$ cat src/rtl/img_streamer_pkg.sv
// Shared types and constants for the image streamer: FSM states and image geometry.
package img_streamer_pkg;

    localparam int unsigned PIXELS_PER_IMAGE = 784;
    localparam int unsigned BITS_PER_BYTE    = 8;
    localparam int unsigned ADDR_W           = $clog2(PIXELS_PER_IMAGE);

    typedef enum logic [2:0] {
        StIdle,
        StFetch,
        StSend,
        StTxWait,
        StRxWait,
        StFin
    } state_e;

endpackage

$ cat src/rtl/img_streamer_pixel_packer.sv
// Fetches the 8 pixels of one byte from a 1-cycle-latency bit RAM and packs them LSB-first.
module img_streamer_pixel_packer
    import img_streamer_pkg::*;
(
    input  logic              clk,
    input  logic              rst_n,
    input  logic              go,
    input  logic [6:0]        byte_idx,
    input  logic              img_q,
    output logic [ADDR_W-1:0] img_addr,
    output logic [7:0]        data,
    output logic              ready
);

    logic       active_q;
    logic [2:0] bit_cnt_q;
    logic       cap_en_q;
    logic [2:0] cap_idx_q;
    logic [7:0] data_q;

    localparam logic [2:0] LastBit = 3'(BITS_PER_BYTE - 1);

    always_ff @(posedge clk or negedge rst_n) begin
        if (!rst_n) begin
            active_q  <= 1'b0;
            bit_cnt_q <= '0;
            cap_en_q  <= 1'b0;
            cap_idx_q <= '0;
            data_q    <= '0;
        end else begin
            if (go) begin
                active_q  <= 1'b1;
                bit_cnt_q <= '0;
                cap_en_q  <= 1'b0;
            end else if (active_q) begin
                // img_q for this address arrives next cycle, so remember which bit it lands in
                cap_en_q  <= 1'b1;
                cap_idx_q <= bit_cnt_q;
                if (bit_cnt_q == LastBit) begin
                    active_q <= 1'b0;
                end else begin
                    bit_cnt_q <= bit_cnt_q + 3'd1;
                end
            end else begin
                cap_en_q <= 1'b0;
            end
            if (cap_en_q) begin
                data_q[cap_idx_q] <= img_q;
            end
        end
    end

    assign img_addr = {byte_idx, bit_cnt_q};
    assign data     = data_q;
    // Asserted in the ninth fetch cycle, while bit 7 is being captured
    assign ready    = cap_en_q && (cap_idx_q == LastBit);

endmodule

$ cat src/rtl/img_streamer.sv
// Streams one packed 784-pixel image over a UART transmitter and collects the classifier's reply.
module img_streamer
    import img_streamer_pkg::*;
#(
    parameter int unsigned NUM_BYTES  = 98,
    parameter logic [19:0] RX_TIMEOUT = 20'd1_000_000
) (
    input  logic              clk,
    input  logic              rst_n,
    input  logic              start,
    output logic [ADDR_W-1:0] img_addr,
    input  logic              img_q,
    output logic              tx_start,
    output logic [7:0]        tx_data,
    input  logic              tx_rdy,
    input  logic              rx_rdy,
    input  logic [7:0]        rx_data,
    input  logic [3:0]        expected,
    output logic              busy,
    output logic              done,
    output logic [7:0]        digit,
    output logic              match,
    output logic              timeout
);

    localparam logic [6:0] LastByte = 7'(NUM_BYTES - 1);

    state_e      state_q, state_d;
    logic [6:0]  byte_cnt_q, byte_cnt_d;
    logic [19:0] to_cnt_q, to_cnt_d;
    logic [3:0]  expected_q, expected_d;
    logic [7:0]  digit_q, digit_d;
    logic        match_q, match_d;
    logic        timeout_q, timeout_d;
    logic        tx_start_q, tx_start_d;
    logic [7:0]  tx_data_q, tx_data_d;
    logic        fetch_go;
    logic        pack_ready;
    logic [7:0]  pack_data;

    img_streamer_pixel_packer pixel_packer (
        .clk      (clk),
        .rst_n    (rst_n),
        .go       (fetch_go),
        .byte_idx (byte_cnt_q),
        .img_q    (img_q),
        .img_addr (img_addr),
        .data     (pack_data),
        .ready    (pack_ready)
    );

    always_ff @(posedge clk or negedge rst_n) begin
        if (!rst_n) begin
            state_q    <= StIdle;
            byte_cnt_q <= '0;
            to_cnt_q   <= '0;
            expected_q <= '0;
            digit_q    <= 8'h00;
            match_q    <= 1'b0;
            timeout_q  <= 1'b0;
            tx_start_q <= 1'b0;
            tx_data_q  <= 8'h00;
        end else begin
            state_q    <= state_d;
            byte_cnt_q <= byte_cnt_d;
            to_cnt_q   <= to_cnt_d;
            expected_q <= expected_d;
            digit_q    <= digit_d;
            match_q    <= match_d;
            timeout_q  <= timeout_d;
            tx_start_q <= tx_start_d;
            tx_data_q  <= tx_data_d;
        end
    end

    always_comb begin
        state_d    = state_q;
        byte_cnt_d = byte_cnt_q;
        to_cnt_d   = to_cnt_q;
        expected_d = expected_q;
        digit_d    = digit_q;
        match_d    = match_q;
        timeout_d  = timeout_q;
        tx_start_d = 1'b0;
        tx_data_d  = tx_data_q;
        fetch_go   = 1'b0;
        unique case (state_q)
            StIdle: begin
                if (start) begin
                    state_d    = StFetch;
                    byte_cnt_d = '0;
                    expected_d = expected;
                    fetch_go   = 1'b1;
                end
            end
            StFetch: begin
                if (pack_ready) begin
                    state_d = StSend;
                end
            end
            StSend: begin
                if (tx_rdy) begin
                    tx_start_d = 1'b1;
                    tx_data_d  = pack_data;
                    state_d    = StTxWait;
                end
            end
            StTxWait: begin
                // tx_start_q marks the first cycle here, before the UART can drop tx_rdy
                if (!tx_start_q && tx_rdy) begin
                    if (byte_cnt_q == LastByte) begin
                        state_d  = StRxWait;
                        to_cnt_d = '0;
                    end else begin
                        byte_cnt_d = byte_cnt_q + 7'd1;
                        state_d    = StFetch;
                        fetch_go   = 1'b1;
                    end
                end
            end
            StRxWait: begin
                if (rx_rdy) begin
                    digit_d   = rx_data;
                    match_d   = (rx_data == {4'h0, expected_q});
                    timeout_d = 1'b0;
                    state_d   = StFin;
                end else if (to_cnt_q == RX_TIMEOUT - 20'd1) begin
                    digit_d   = 8'hFF;
                    match_d   = 1'b0;
                    timeout_d = 1'b1;
                    state_d   = StFin;
                end else begin
                    to_cnt_d = to_cnt_q + 20'd1;
                end
            end
            StFin: begin
                state_d = StIdle;
            end
            default: begin
                state_d = StIdle;
            end
        endcase
    end

    assign busy     = (state_q != StIdle);
    assign done     = (state_q == StFin);
    assign tx_start = tx_start_q;
    assign tx_data  = tx_data_q;
    assign digit    = digit_q;
    assign match    = match_q;
    assign timeout  = timeout_q;

endmodule
$ cat config.mk
export PLATFORM = sky130hd
export DESIGN_NAME = img_streamer
export DESIGN_NICKNAME = d
export VERILOG_FILES = /design/src/rtl/img_streamer_pkg.sv /design/src/rtl/img_streamer_pixel_packer.sv /design/src/rtl/img_streamer.sv
export SDC_FILE = /design/constraint.sdc
export NUM_CORES = 1
export LEC_CHECK = 0
export BUFFER_PORTS_ARGS = -buffer_cell sky130_fd_sc_hd__buf_4
export CORE_MARGIN = 1
export CORE_UTILIZATION = 35
export CTS_BUF_LIST = sky130_fd_sc_hd__clkbuf_8
export CTS_CLUSTER_SIZE = 24
export DETAILED_ROUTE_END_ITERATION = 16
export PLACE_DENSITY = 0.63
export SLEW_MARGIN = 10
export SYNTH_ARGS = -nofsm -noshare
export SYNTH_HDL_FRONTEND = slang
export SYNTH_HIERARCHICAL = 1
export SYNTH_SLANG_ARGS = --single-unit
$ cat constraint.sdc
create_clock -name clk -period 2.8 [get_ports clk]
set_input_delay 0.56 -clock clk [delete_from_list [all_inputs] [get_ports clk]]
set_output_delay 0.56 -clock clk [all_outputs]
set_load 0.02 [all_outputs]
==> summary.md <==
| Metric | Value |
|---|---|
| Status | `finished, final reports clean` |
| Via total after detailed routing | `around 2,600` |
| Post-placement cell count | `488` |
| Fraction of power consumed by combinational cells | `26.0%` |
| Count of endpoints failing setup in the final report | `0` |
| Clk Latency, worst-skew pair | `roughly 340 ps` |
| Die Span X | `between 100 and 150 um` |
| Starting Density | `36.7%` |
| Peak clock frequency supported by timing | `0.416 GHz` |
| Global-route congestion overflow total | `0` |
| Share of total power consumed by net switching | `about a third` |
| Part of the cycle the worst path needs | `between 80% and 90%` |
| Count of state elements after synthesis | `69` |
| First-pass iteration count of the detailed router | `4` |
| Largest net degree at the start of global routing | `70` |
| Number of global-route vias before repair | `about 2,500` |
| Most frequent cells in the layout | `69 x sky130_fd_sc_hd__dfrtp_1, 52 x sky130_fd_sc_hd__buf_4, 27 x sky130_fd_sc_hd__nand2_1, 19 x sky130_fd_sc_hd__nor2_1, 15 x sky130_fd_sc_hd__nand3_1` |
| Standard-cell row count | `35` |
| Gp weighted congestion | `between 0.8 and 0.9` |
| # fillers | `920` |
| Seq/Total Area, Yosys | `about 50%` |
| Count of unresolved DRC violations after routing | `0` |
| Die height | `101 um` |
| Global-route wire length before repair | `11.7 mm` |
| Clock power frac | `roughly 28%` |
| CP Data Required Time | `between 3000 and 4000 ps` |
| FFs w/ async S/R, synth | `100%` |
| Antenna Cells | `0` |
| Fraction of final layout cells with drive strength greater than 1 | `about 28%` |
| RSZ-0062 raised after global routing | `false` |
| Synth cell types | `63` |
| Total Negative Setup Slacks | `0 ps` |
| CTS tree | `yes` |
| CTS Buf Count | `9` |
| Slew headroom | `42.4%` |
| Post-detailed-routing wire length | `roughly 7.0 mm` |
| DRT iter0 DRCs | `approximately 130` |
| Crit Path Max Fanout | `11` |
| Total number of yosys warnings | `6` |
| Post-CTS Hold Buffers | `0` |
| Min cycle time layout | `between 2000 and 2500 ps` |
| Half-perimeter wire length of the detailed placement result | `just under 5 mm` |
| Core ar. | `between 9000 and 10,000 um2` |
| Hold Crit Class | `primary input to asynchronous set/reset pin` |
| Launching element type of the critical path | `flop` |
| Number of instances in the synthesized netlist | `321` |
| Number of primary I/O pins | `49` |
| H-tree level count | `3` |
| Class of the most critical setup path | `flop to flop` |
| Number of synthesized flops with an enable pin | `0` |
| Data arrival time of the critical path | `approximately 2600 ps` |
| Mapped Nets | `344` |
| Via-per-instance ratio | `around 5.1` |
| Post-Synthesis Mean Instance Area | `between 10 and 15 um2` |
| Final layout net count | `approximately 390` |
| Buffers inserted by post-CTS timing repair | `0` |
| Layout overhead on the synthesized area | `19.4%` |
| Max-cap viol count | `0` |
| Initial antenna violation count | `0` |
| Count of buffers inserted at the top-level ports | `48` |
| WL/cell | `13.9 um` |
| Power per Cell Area | `739 nW/um2` |
| Number of sinks handled by clock tree synthesis | `69` |
| Clock Pin Slew Worst Setup and Hold Paths | `around 80 ps` |
| Post-CTS resize count | `0` |
| Main synth FF type | `sky130_fd_sc_hd__dfrtp_1` |
| Capturing element type of the critical path | `flop` |
| Post-route antenna net violation count | `0` |
| Share of the synthesized area in the top cell type | `between 50 and 60%` |
| Cell-internal power | `2.06 mW` |
| Ranking of synthesized cells by area | `sky130_fd_sc_hd__dfrtp_1 50%, sky130_fd_sc_hd__mux2_2 3.6%, sky130_fd_sc_hd__nand2_1 2.9%` |
| Reported leakage power | `~1.9 nW` |
| Die area | `just over 10,000 um2` |
| Number of hold-slack violations in the final timing report | `0` |
| Cell taking the most area after synthesis | `sky130_fd_sc_hd__dfrtp_1` |
| Slew of the pin with the lowest slew margin | `864 ps` |
| Longest Clk Path Bufs | `2` |
| GRT Total Usage | `roughly 15%` |
| Clock root buffer | `sky130_fd_sc_hd__clkbuf_8` |
| Most common library cell in the layout ignoring fill and taps | `sky130_fd_sc_hd__dfrtp_1` |
| Number of standard cells in the layout, taps in and fillers out | `roughly 500` |
| Max-slew violation total from the final report | `0` |
| Worst clock skew | `7.73 ps` |
| Sw power | `about 970 uW` |
| Netlist Area Pre-Place | `3440 um2` |
| Maximum vdd drop | `403 uV` |
| Sequential share of power | `46.5%` |
## sequential cells by signal, summed over array words and instances (netlist names)
signal,cells
timeout,1
tx_data,8
digit,8
state_q,3
match,1
pixel_packer/cap_idx_q,3
tx_start,1
pixel_packer/cap_en_q,1
expected_q,4
pixel_packer/data,8
pixel_packer/active_q,1
to_cnt_q,20
byte_cnt_q,7
pixel_packer/bit_cnt_q,3
## Yosys cell counts, drive strengths merged, types with 7 or more instances
cell / n
a21oi: 9
nor3: 12
and3: 10
nand4: 9
buf: 11
xor2: 9
o22a: 8
and2: 7
dfrtp: 69
o21ai: 15
nor2: 20
nand3: 16
nand2: 27
inv: 12
mux2: 19
## worst max-delay path, cell delays in order (launching register included)
cell	delay (ps)
sky130_fd_sc_hd__dfrtp_1	420
sky130_fd_sc_hd__inv_1	70
sky130_fd_sc_hd__ha_1	130
sky130_fd_sc_hd__nand4b_1	90
sky130_fd_sc_hd__or3_4	370
sky130_fd_sc_hd__o41ai_4	430
sky130_fd_sc_hd__nand3_2	310
sky130_fd_sc_hd__a221o_2	460
## area by class of cell
cell class              instances  area [um2]  share of cell area (%)
well taps                     129         161                    3.93
flip-flops and latches         69        1730                    42.1
repair buffers                 52         390                    9.51
multi-input cells             226        1570                    38.3
inverters                      12        45.0                    1.10
clock buffers                  11         151                    3.69
clock inverters                 5        58.8                    1.43
## path summary, 6_finish.rpt
kind,start,endpoint,slack [ps],cells after the start
max,byte_cnt_q[1],to_cnt_q[10],390,7
min,rst_n,to_cnt_q[14],300,1
max reg2reg,byte_cnt_q[1],to_cnt_q[10],390,7
min reg2reg,pixel_packer/data[1],pixel_packer/data[1],490,1
max in group asynchronous,rst_n,to_cnt_q[9],1900,1
min in group clk,expected[3],expected_q[3],410,3
## cell families (layout without fill, tap and decap cells)
group | Yosys count | after routing | share of synthesized area (%)
muxes | 22 | 22 | 7.10
buffers and inverters | 26 | 80 | 4.08
and+or+nand+nor | 131 | 131 | 21.6
AOI/OAI and AO/OA | 58 | 58 | 12.7
DFF | 69 | 69 | 50.2
adders and majority gates | 5 | 5 | 1.82
xor gates and xnor gates | 10 | 10 | 2.55
## power by group through the flow
stage	Clock [mW]	Combinational (mW)	Sequential, mW
after CTS	0.863	0.804	1.41
after detailed placement	0	0.802	1.43
after global routing	0.911	0.884	1.44
after global placement	0	0.780	1.43
final	0.833	0.789	1.41
after floorplan	0	0.519	1.44
## metal layers
metal	routed length, um	share of wire [%]	track usage (%)
met1	3340	48	19.9
met2	3190	46	22.3
met3	343	4.9	3.81
met4	124	1.8	7.02
met5	0	0	0
## stage by stage
step           util [%]  power (mW)  setup WS [ps]  area, um2  hold WS [ps]
6_report           43.8        3.03            394       4100           300
5_1_grt            43.8        3.24            289       4100           403
4_1_cts            43.8        3.08            390       4100           359
3_5_place_dp       41.5        2.23            384       3890           469
3_3_place_gp       41.5        2.21            414       3890           463
2_1_floorplan         -        1.96            658       3440           264
Power figures use the tool's default switching activity.
